`config.mk`:
```
export PLATFORM = sky130hd
export DESIGN_NAME = miner_job_ctrl
export DESIGN_NICKNAME = d
export VERILOG_FILES = /design/src/rtl/miner_job_ctrl.sv
export SDC_FILE = /design/constraint.sdc
export NUM_CORES = 2
export LEC_CHECK = 0
export CORE_AREA = 8 8 437 439
export CTS_BUF_LIST = sky130_fd_sc_hd__clkbuf_4
export CTS_CLUSTER_SIZE = 16
export DETAILED_ROUTE_END_ITERATION = 16
export DIE_AREA = 0 0 445 447
export GPL_TIMING_DRIVEN = 0
export PLACE_DENSITY = 0.45
export SLEW_MARGIN = 20
export SYNTH_ARGS = -nofsm -noshare
export SYNTH_HDL_FRONTEND = slang
export SYNTH_SLANG_ARGS = --single-unit
```
`constraint.sdc`:
```
create_clock -name clk -period 86.2 [get_ports clk]
set_clock_uncertainty 0.1 [all_clocks]
set_input_delay 17.24 -clock clk [delete_from_list [all_inputs] [get_ports clk]]
set_output_delay 17.24 -clock clk [all_outputs]
set_load 0.01 [all_outputs]
```
`src/rtl/miner_job_ctrl.sv`:
```
// Job controller for the multi-lane miner: loads midstate/header words, arms and runs LANES
// SHA lanes on disjoint nonce slices, and queues golden nonces for the host. Optional: MINER_EARLY_STOP_EN.

module miner_lane_pend (
  input  logic        clk,
  input  logic        rst,
  input  logic        clr,
  input  logic        found,
  input  logic [31:0] nonce,
  input  logic        grant,
  output logic        pend_valid,
  output logic [31:0] pend_nonce,
  output logic        drop
);
  logic        valid_q, valid_d;
  logic [31:0] nonce_q, nonce_d;

  always_comb begin
    valid_d = valid_q;
    nonce_d = nonce_q;
    drop    = 1'b0;
    if (clr) begin
      valid_d = 1'b0;
      nonce_d = '0;
    end else begin
      if (grant) valid_d = 1'b0;
      // A held result is never overwritten; the newcomer is counted as lost.
      if (found) begin
        if (valid_q) drop = 1'b1;
        else begin
          valid_d = 1'b1;
          nonce_d = nonce;
        end
      end
    end
  end

  always_ff @(posedge clk or posedge rst) begin
    if (rst) begin
      valid_q <= 1'b0;
      nonce_q <= '0;
    end else begin
      valid_q <= valid_d;
      nonce_q <= nonce_d;
    end
  end

  assign pend_valid = valid_q;
  assign pend_nonce = nonce_q;
endmodule

module miner_job_ctrl #(
  parameter int LANES      = 4,
  parameter int MID_WORDS  = 8,
  parameter int HEAD_WORDS = 16,
  parameter int RES_DEPTH  = 4
) (
  input  logic                    clk,
  input  logic                    rst,
  input  logic                    start_found,
  input  logic                    shift_in_enable,
  input  logic [31:0]             in_data,
  output logic [32*MID_WORDS-1:0] mid_data,
  output logic [32*HEAD_WORDS-1:0] head_data,
  output logic                    lane_load,
  output logic                    lane_solve,
  output logic [32*LANES-1:0]     lane_nonce_base,
  input  logic [LANES-1:0]        lane_found,
  input  logic [32*LANES-1:0]     lane_nonce,
  input  logic [LANES-1:0]        lane_exhausted,
  output logic                    sol_claim,
  output logic [31:0]             out_data,
  input  logic                    sol_response,
  output logic                    busy,
  output logic                    job_done,
  output logic [31:0]             solve_cycles,
  output logic [7:0]              drop_count
);
  localparam int LG  = $clog2(LANES);
  localparam int AW  = $clog2(RES_DEPTH);
  localparam int MAXW = (MID_WORDS > HEAD_WORDS) ? MID_WORDS : HEAD_WORDS;
  localparam int WW  = $clog2(MAXW + 1);
  localparam logic [AW:0] FULL_CNT = (AW+1)'(RES_DEPTH);

  typedef enum logic [2:0] {IDLE, LOAD_MID, LOAD_HEAD, ARM, SOLVE, DRAIN} state_e;

  state_e                     state_q, state_d;
  logic [32*MID_WORDS-1:0]    mid_q, mid_d;
  logic [32*HEAD_WORDS-1:0]   head_q, head_d;
  logic [WW-1:0]              wcnt_q, wcnt_d;
  logic [LANES-1:0][31:0]     base_q, base_d;
  logic [RES_DEPTH-1:0][31:0] fifo_q, fifo_d;
  logic [AW-1:0]              rd_q, rd_d, wr_q, wr_d;
  logic [AW:0]                cnt_q, cnt_d;
  logic [31:0]                solve_q, solve_d;
  logic [7:0]                 drop_q, drop_d;
  logic                       load_q, load_d, solve_en_q, solve_en_d;
  logic                       busy_q, busy_d, done_q, done_d;

  logic [LANES-1:0][31:0] lane_nonce_a, pend_nonce;
  logic [LANES-1:0]       pend_valid, grant, drop_l;
  logic                   pop, push, push_ok;
  logic [31:0]            push_nonce;
  logic [4:0]             ndrop;
  logic [8:0]             drop_sum;

  assign lane_nonce_a = lane_nonce;

  for (genvar i = 0; i < LANES; i++) begin : g_lane
    miner_lane_pend u_pend (
      .clk        (clk),
      .rst        (rst),
      .clr        (start_found),
      .found      (lane_found[i]),
      .nonce      (lane_nonce_a[i]),
      .grant      (grant[i]),
      .pend_valid (pend_valid[i]),
      .pend_nonce (pend_nonce[i]),
      .drop       (drop_l[i])
    );
  end

  assign pop     = sol_response && (cnt_q != '0);
  assign push_ok = (cnt_q != FULL_CNT) || pop;

  // Fixed priority: the loop runs high to low so the lowest pending lane wins.
  always_comb begin
    grant      = '0;
    push_nonce = '0;
    for (int i = LANES-1; i >= 0; i--) begin
      if (pend_valid[i] && push_ok && !start_found) begin
        grant      = '0;
        grant[i]   = 1'b1;
        push_nonce = pend_nonce[i];
      end
    end
  end
  assign push = |grant;

  always_comb begin
    state_d = state_q;
    mid_d   = mid_q;
    head_d  = head_q;
    wcnt_d  = wcnt_q;
    base_d  = base_q;
    fifo_d  = fifo_q;
    rd_d    = rd_q;
    wr_d    = wr_q;
    cnt_d   = cnt_q;
    solve_d = solve_q;
    drop_d  = drop_q;
    ndrop   = '0;

    for (int i = 0; i < LANES; i++) ndrop = ndrop + 5'(drop_l[i]);
    drop_sum = {1'b0, drop_q} + {4'b0, ndrop};
    drop_d   = drop_sum[8] ? 8'hFF : drop_sum[7:0];

    if (push) begin
      fifo_d[wr_q] = push_nonce;
      wr_d = wr_q + 1'b1;
    end
    if (pop) rd_d = rd_q + 1'b1;
    case ({push, pop})
      2'b10:   cnt_d = cnt_q + 1'b1;
      2'b01:   cnt_d = cnt_q - 1'b1;
      default: cnt_d = cnt_q;
    endcase

    if (state_q == SOLVE && solve_q != '1) solve_d = solve_q + 32'd1;

    case (state_q)
      LOAD_MID: if (shift_in_enable) begin
        mid_d = mid_q << 32;
        mid_d[31:0] = in_data;
        if (wcnt_q == WW'(MID_WORDS-1)) begin
          wcnt_d  = '0;
          state_d = LOAD_HEAD;
        end else wcnt_d = wcnt_q + 1'b1;
      end
      LOAD_HEAD: if (shift_in_enable) begin
        head_d = head_q << 32;
        head_d[31:0] = in_data;
        if (wcnt_q == WW'(HEAD_WORDS-1)) begin
          wcnt_d  = '0;
          state_d = ARM;
        end else wcnt_d = wcnt_q + 1'b1;
      end
      ARM: state_d = SOLVE;
      SOLVE: begin
        if (&lane_exhausted) state_d = DRAIN;
`ifdef MINER_EARLY_STOP_EN
        if (push) state_d = DRAIN;
`endif
      end
      // A strobe arriving this cycle still has to be queued before completion.
      DRAIN: if (!(|pend_valid) && !(|lane_found)) state_d = IDLE;
      default: ;
    endcase

    if (state_d == ARM && state_q != ARM)
      for (int i = 0; i < LANES; i++)
        base_d[i] = (LG == 0) ? 32'd0 : (32'(i) << (32 - LG));

    if (start_found) begin
      state_d = LOAD_MID;
      mid_d   = '0;
      head_d  = '0;
      wcnt_d  = '0;
      fifo_d  = '0;
      rd_d    = '0;
      wr_d    = '0;
      cnt_d   = '0;
      solve_d = '0;
      drop_d  = '0;
    end

    load_d     = (state_d == ARM);
    solve_en_d = (state_d == SOLVE);
    busy_d     = (state_d != IDLE);
    done_d     = (state_q == DRAIN) && (state_d == IDLE);
  end

  always_ff @(posedge clk or posedge rst) begin
    if (rst) begin
      state_q    <= IDLE;
      mid_q      <= '0;
      head_q     <= '0;
      wcnt_q     <= '0;
      base_q     <= '0;
      fifo_q     <= '0;
      rd_q       <= '0;
      wr_q       <= '0;
      cnt_q      <= '0;
      solve_q    <= '0;
      drop_q     <= '0;
      load_q     <= 1'b0;
      solve_en_q <= 1'b0;
      busy_q     <= 1'b0;
      done_q     <= 1'b0;
    end else begin
      state_q    <= state_d;
      mid_q      <= mid_d;
      head_q     <= head_d;
      wcnt_q     <= wcnt_d;
      base_q     <= base_d;
      fifo_q     <= fifo_d;
      rd_q       <= rd_d;
      wr_q       <= wr_d;
      cnt_q      <= cnt_d;
      solve_q    <= solve_d;
      drop_q     <= drop_d;
      load_q     <= load_d;
      solve_en_q <= solve_en_d;
      busy_q     <= busy_d;
      done_q     <= done_d;
    end
  end

  assign mid_data        = mid_q;
  assign head_data       = head_q;
  assign lane_load       = load_q;
  assign lane_solve      = solve_en_q;
  assign lane_nonce_base = base_q;
  assign sol_claim       = (cnt_q != '0);
  assign out_data        = sol_claim ? fifo_q[rd_q] : 32'd0;
  assign busy            = busy_q;
  assign job_done        = done_q;
  assign solve_cycles    = solve_q;
  assign drop_count      = drop_q;
endmodule

```
; After elaboration in Yosys (flattened, before gate mapping)
; Index checks and enable logic that the tools add are counted.
; W data, S select, Z words.
[word_totals]
register_bits = 1089
wordCells = 191
[classes]
add_sub_neg = 10
magnitude_cmp = 3
eq_ne = 21
muxes = 86
n_reduce_logical = 44
[op_table]
columns = operator, count
row1 = $mux W512, 3
row2 = $mux W256, 3
row3 = $mux W32, 21
row4 = $mux W128, 2
row5 = $bwmux W128, 1
row6 = $bmux W32 S2, 1
row7 = $demux W32 S2, 1
row8 = $add A32 B1 Y32 const B, 1
row9 = $ne A32 B32 Y1 const B, 1
row10 = $mux W1, 28
row11 = $mux W5, 5
row12 = $mux W3, 8
row13 = $reduce_bool A2 Y1, 10
row14 = $mux W4, 4
row15 = $mux W8, 2
row16 = $pmux W3 S5, 1
row17 = $logic_and A1 B1 Y1, 14
row18 = $eq A3 B2 Y1 const B, 4
row19 = $reduce_and A2 Y1, 6
row20 = $reduce_bool A3 Y1, 4
row21 = $reduce_or A4 Y1, 3
row22 = $pmux W5 S2, 1
row23 = $add A8 B4 Y9, 1
row24 = $eq A3 B3 Y1 const B, 3
row25 = 24 further kinds, 36

; Depth between registers and ports, before layout
[logic_depth]
ltp_word = 13
ltp_mapped = 13

; Cells and area by module
; A second synthesis with hierarchy kept.
[unflattened]
hier_cells = 5051
area_unflattened_um2 = 48356.4
[by_module_without_submodules]
columns = module, n_inst, cells_per_inst, area_each_um2
row1 = miner_job_ctrl, 1, 4447, 41169.5
row2 = miner_lane_pend, 4, 151, 1796.7

; Worst setup path after synthesis
; Ideal clock, no wire load.
[synth_path]
path_kind = input-to-reg
startpoint = input port start_found
endpoint = register drop_q[6], in the netlist drop_count[6]
arrival_ns = 20.281
slack_ns = 65.733
cell_stages = 13
n_path_buf = 4
path_cell_list = clkbuf_1 clkbuf_1 clkbuf_1 buf_1 nand3b_1 fa_1 inv_1 fa_1 fa_1 and3_1 and2_1 and4_1 nor3_1
[synth_via]
elab_chain_len = 7
[synth_rtl]
columns = element, line_no
row1 = from (decl), 60  ; input logic start_found,
row2 = $mux W1, 22  ; if (clr) begin
row3 = $add A1 B1 Y2, 154  ; for (int i = 0; i < LANES; i++) ndrop = ndrop + 5'(drop_l[i]);
row4 = $add A2 B1 Y3, 154
row5 = $add A3 B1 Y4, 154
row6 = $add A8 B4 Y9, 155  ; drop_sum = {1'b0, drop_q} + {4'b0, ndrop};
row7 = $mux W8, 156  ; drop_d = drop_sum[8] ? 8'hFF : drop_sum[7:0];
row8 = $mux W8 *, 204  ; if (start_found) begin
row9 = via drop_d[6], 96  ; logic [7:0] drop_q, drop_d;
row10 = to (signal assigned), 251  ; drop_q <= drop_d;
row11 = to (decl), 96
; Mark *: on every way through the listed nets, which the timed path passes. The rest lies on a longest branch.
; A chain may end at the register's enable or synchronous reset.

; Worst setup path after layout
[layout_path]
startpoint = register rd_q[0]
endpoint = output port out_data[27]
[layout_via]
elab_chain_len = 3
[layout_rtl]
columns = element, line_no
row1 = from (decl), 93  ; logic [AW-1:0] rd_q, rd_d, wr_q, wr_d;
row2 = from (signal assigned), 247  ; rd_q <= rd_d;
row3 = $bmux W32 S2, 265  ; assign out_data = sol_claim ? fifo_q[rd_q] : 32'd0;
row4 = $mux W32 (implied by the code), 265
row5 = $mux W32, 265
row6 = to (decl), 72  ; output logic [31:0] out_data,
; Every way passes these cells. The select of a mux whose other input is x is not followed.

==> reports/metrics.cfg <==
[status]
outcome=complete, no violations

[setup_path]
timing.rr.end=drop_count[0]
r2r.worst_path.cells=11
largest_stage_delay_on_the_critical_path_ns=0.70
worst-path-max-fanout=10
timing.critical_path.cells=clkbuf_1, buf_1, mux4_2, and2_1, clkdlybuf4s50_1
r2r-start=g_lane[2].u_pend.pend_valid
critical_path_required_ns=68.86
timing.reg2reg.setup_slack_ns=82.00
setup_crit_end_kind=primary output
cp-start-kind=register
crit_path_top_delay_cell=buf_1
worstSetupPathType=reg -> out
arrival_ns=4.07
crit_buf_inv=3
crit_family=buffers and inverters

[cts]
cts_root_buf=clkbuf_4
worst_setup_hold_path_clk_slew_ns=0.07
post-cts-setup-buffers=0
ctsHtreeMaxLevel=5
ctsLongestPathBuffers=4
worst_skew_pair.late_latency_ns=1.35
post_cts_hold_buffer_count=0
postCtsResizedCells=0
clock-sinks=1088
cts-buffers-inserted=342
clock_tree_from_tritoncts=built

[power]
cellLeakagePower_nw=26.15
cellPowerDensity_mw_per_mm2=17.57
vdd.ir_drop.worst_v=0.00001056

[floorplan]
floorplan.die.height_microns=447
floorplan.die.width_microns=445
die_area_sq_mm=0.1989
floorplan.rows=158
num_io_pins=1146
core_area_sq_mm=0.1842
start_util=0.2489

[route]
routed_wire_length_per_instance_microns=26.26
detail-route-antenna-nets=0
detailedRoute.firstPassIterationCount=5
routed_via_density=4.662
drt-initial-drc-count=2859
drt_drc_violations_left=0
detail_route.wirelength_microns=235500
routed-via-count=41820

[yosys]
largest_family_of_logic_cells_by_synthesized_area=simple AND/OR/NAND/NOR gates
yosysUniqueCellTypes=58
synthMostInstantiatedCell=nand2_1
ys_seq_elements=1088
synth.cell_area_sq_mm=0.04585
ys.warnings.count=0
synth_top_area_frac=0.5938
yosys.area_share.simple=0.1762
post_synth_main_area_contributors=dfrtp_1 (59%), nand2_1 (13%), a21oi_1 (8.7%)
synthesized_instance_count=4778
synth-edff-count=0
synthArstFlopShare=1.000
synth_adder_area_share=0.004202
avgSynthCellArea_sq_um=9.596
synth_top_cells_by_count=nand2_1 (1565), dfrtp_1 (1088), a21oi_1 (794), clkbuf_1 (322), a22o_1 (161)
synth-xor-area-share=0.004776
synth_compound_gate_area_share=0.1438
synth_sequential_area_ratio=0.5938
ys.flop_type=dfrtp_1
muxShareOfSynthArea=0.02360
yosys.area.top_type=dfrtp_1

[placement]
place.detailed.instances=8416
final_weighted_congestion_in_routability_driven_placement=0.8789
dp_slack_ns=63.76
hpwlAfterDp_microns=185600
portbufs=1020

[final_layout]
non_filler_cells_final=8970
nets=6466
syn_to_final_growth_pct=39.46
drive_above_1_share=0.1101

[hold_path]
min-delay-start=mid_data[44]
whs_path_depth=2
min_path_type=reg -> reg
hold-path-endpoint=mid_data[76]

[timing]
min_setup_slack_post_route_ns=64.79
setup_repair_after_global_routing_missed_its_margin=no
finalWorstPathRequiredPeriod_ns=21.41
slew_headroom=0.2476
fin_tns_setup_ns=0
final-max-slew-violation-count=0
report.final.hold_viol_count=0
min_period_over_period=0.2483
finalSetupViolCount=0
transition_time_at_the_pin_with_the_least_slew_margin_ns=1.129
fmaxAchievable_ghz=0.04671

[global_route]
grt_first_pass_wirelength_microns=330000
grt_usage=0.2281
number_of_global_route_vias_before_repair=42880
grt_antenna_before_repair=26
grt_remaining_overflow=0
pin_count_of_the_biggest_net_entering_global_routing=100

[job]
maxCapViolations=0

metrics by stage:
step                      total power [mW]  utilization  hold WS (ns)  cell area, sq um
final                                1.124       0.3471        0.3719             63940
after global routing                 1.180       0.3470        0.3951             63930
after CTS                            1.145       0.3469        0.3865             63910
after detailed placement            0.6405       0.3259        0.3812             60040
after global placement              0.6392       0.3236        0.3819             59620
after floorplan                     0.5910            -        0.3657             46310
flip-flops by register name, summed over array words and instances, names as in the netlist, 2 cells and up:
name,flops
cnt_q,3
drop_count,8
fifo_q,128
g_lane.u_pend.pend_nonce,128
g_lane.u_pend.pend_valid,4
head_data,512
mid_data,256
rd_q,2
solve_cycles,32
state_q,3
wcnt_q,5
wr_q,2
power by group:
group	internal [mW]	leakage (nW)	switching (mW)	total, mW
clock network	0.255	2.35	0.239	0.494
registers	0.518	15.1	0.00604	0.524
logic	0.0353	8.72	0.0702	0.106
how the worst max path moves through the flow:
stage / from / endpoint / slack (ns) / cells after the start
final: rd_q[0] / out_data[27] / 64.79 / 5
after global routing: rd_q[0] / out_data[26] / 64.38 / 5
after CTS: rd_q[0] / out_data[24] / 64.42 / 5
after detailed placement: start_found / drop_count[1] / 63.76 / 13
after global placement: rst / head_data[225] / 22.11 / 2
after floorplan: rst / busy / 38.23 / 1
cell usage in the layout (no fill, tap or decap), drive strengths merged, types with 46 or more instances in the layout:
cell type,Yosys,routed
a22o,161,161
nand3,46,46
clkbuf,322,801
nand2,1565,1565
nand3b,130,130
a21oi,794,794
conb,1,124
dfrtp,1088,1088
o21ai,139,139
clkdlybuf4s50,0,1020
buf,175,190
clkinv,0,57
logic make-up after synthesis:
logic type	count (synthesis)
compound gates	1160
other cells	1
buf+inv	516
flops	1088
xor+xnor	25
mux	68
fa+ha+maj	13
simple gates	1907
routing by layer:
| metal | wire [microns] | GRT usage | part of all wire | vias up |
|---|---|---|---|---|
| met3 | 14500 | 0.05468 | 0.062 | 452 |
| met5 | 49 | 0 | 0.00021 | - |
| met2 | 113600 | 0.3806 | 0.48 | 1530 |
| met1 | 94750 | 0.2756 | 0.40 | 20810 |
| li1 | - | - | - | 19020 |
| met4 | 12640 | 0.1146 | 0.054 | 8 |
final cells by class:
type	instances	area [sq um]
Fill cell	19390	120300
Antenna cell	12	30.03
Inverter	19	78.83
Buffer	497	2386
Sequential cell	1088	27230
Tap cell	2480	3103
Clock inverter	63	274.0
Multi-Input combinational cell	3297	16650
Timing Repair Buffer	1035	10600
Clock buffer	479	3596
tightest hold or removal path, delay by kind of cell, from the launching register on:
family | cells | cell delay (ns)
flip-flops | 1 | 0.40
AO/OA/AOI/OAI | 1 | 0.06
AND/OR/NAND/NOR | 1 | 0.07
No activity file was read; power rests on OpenSTA's default activity.
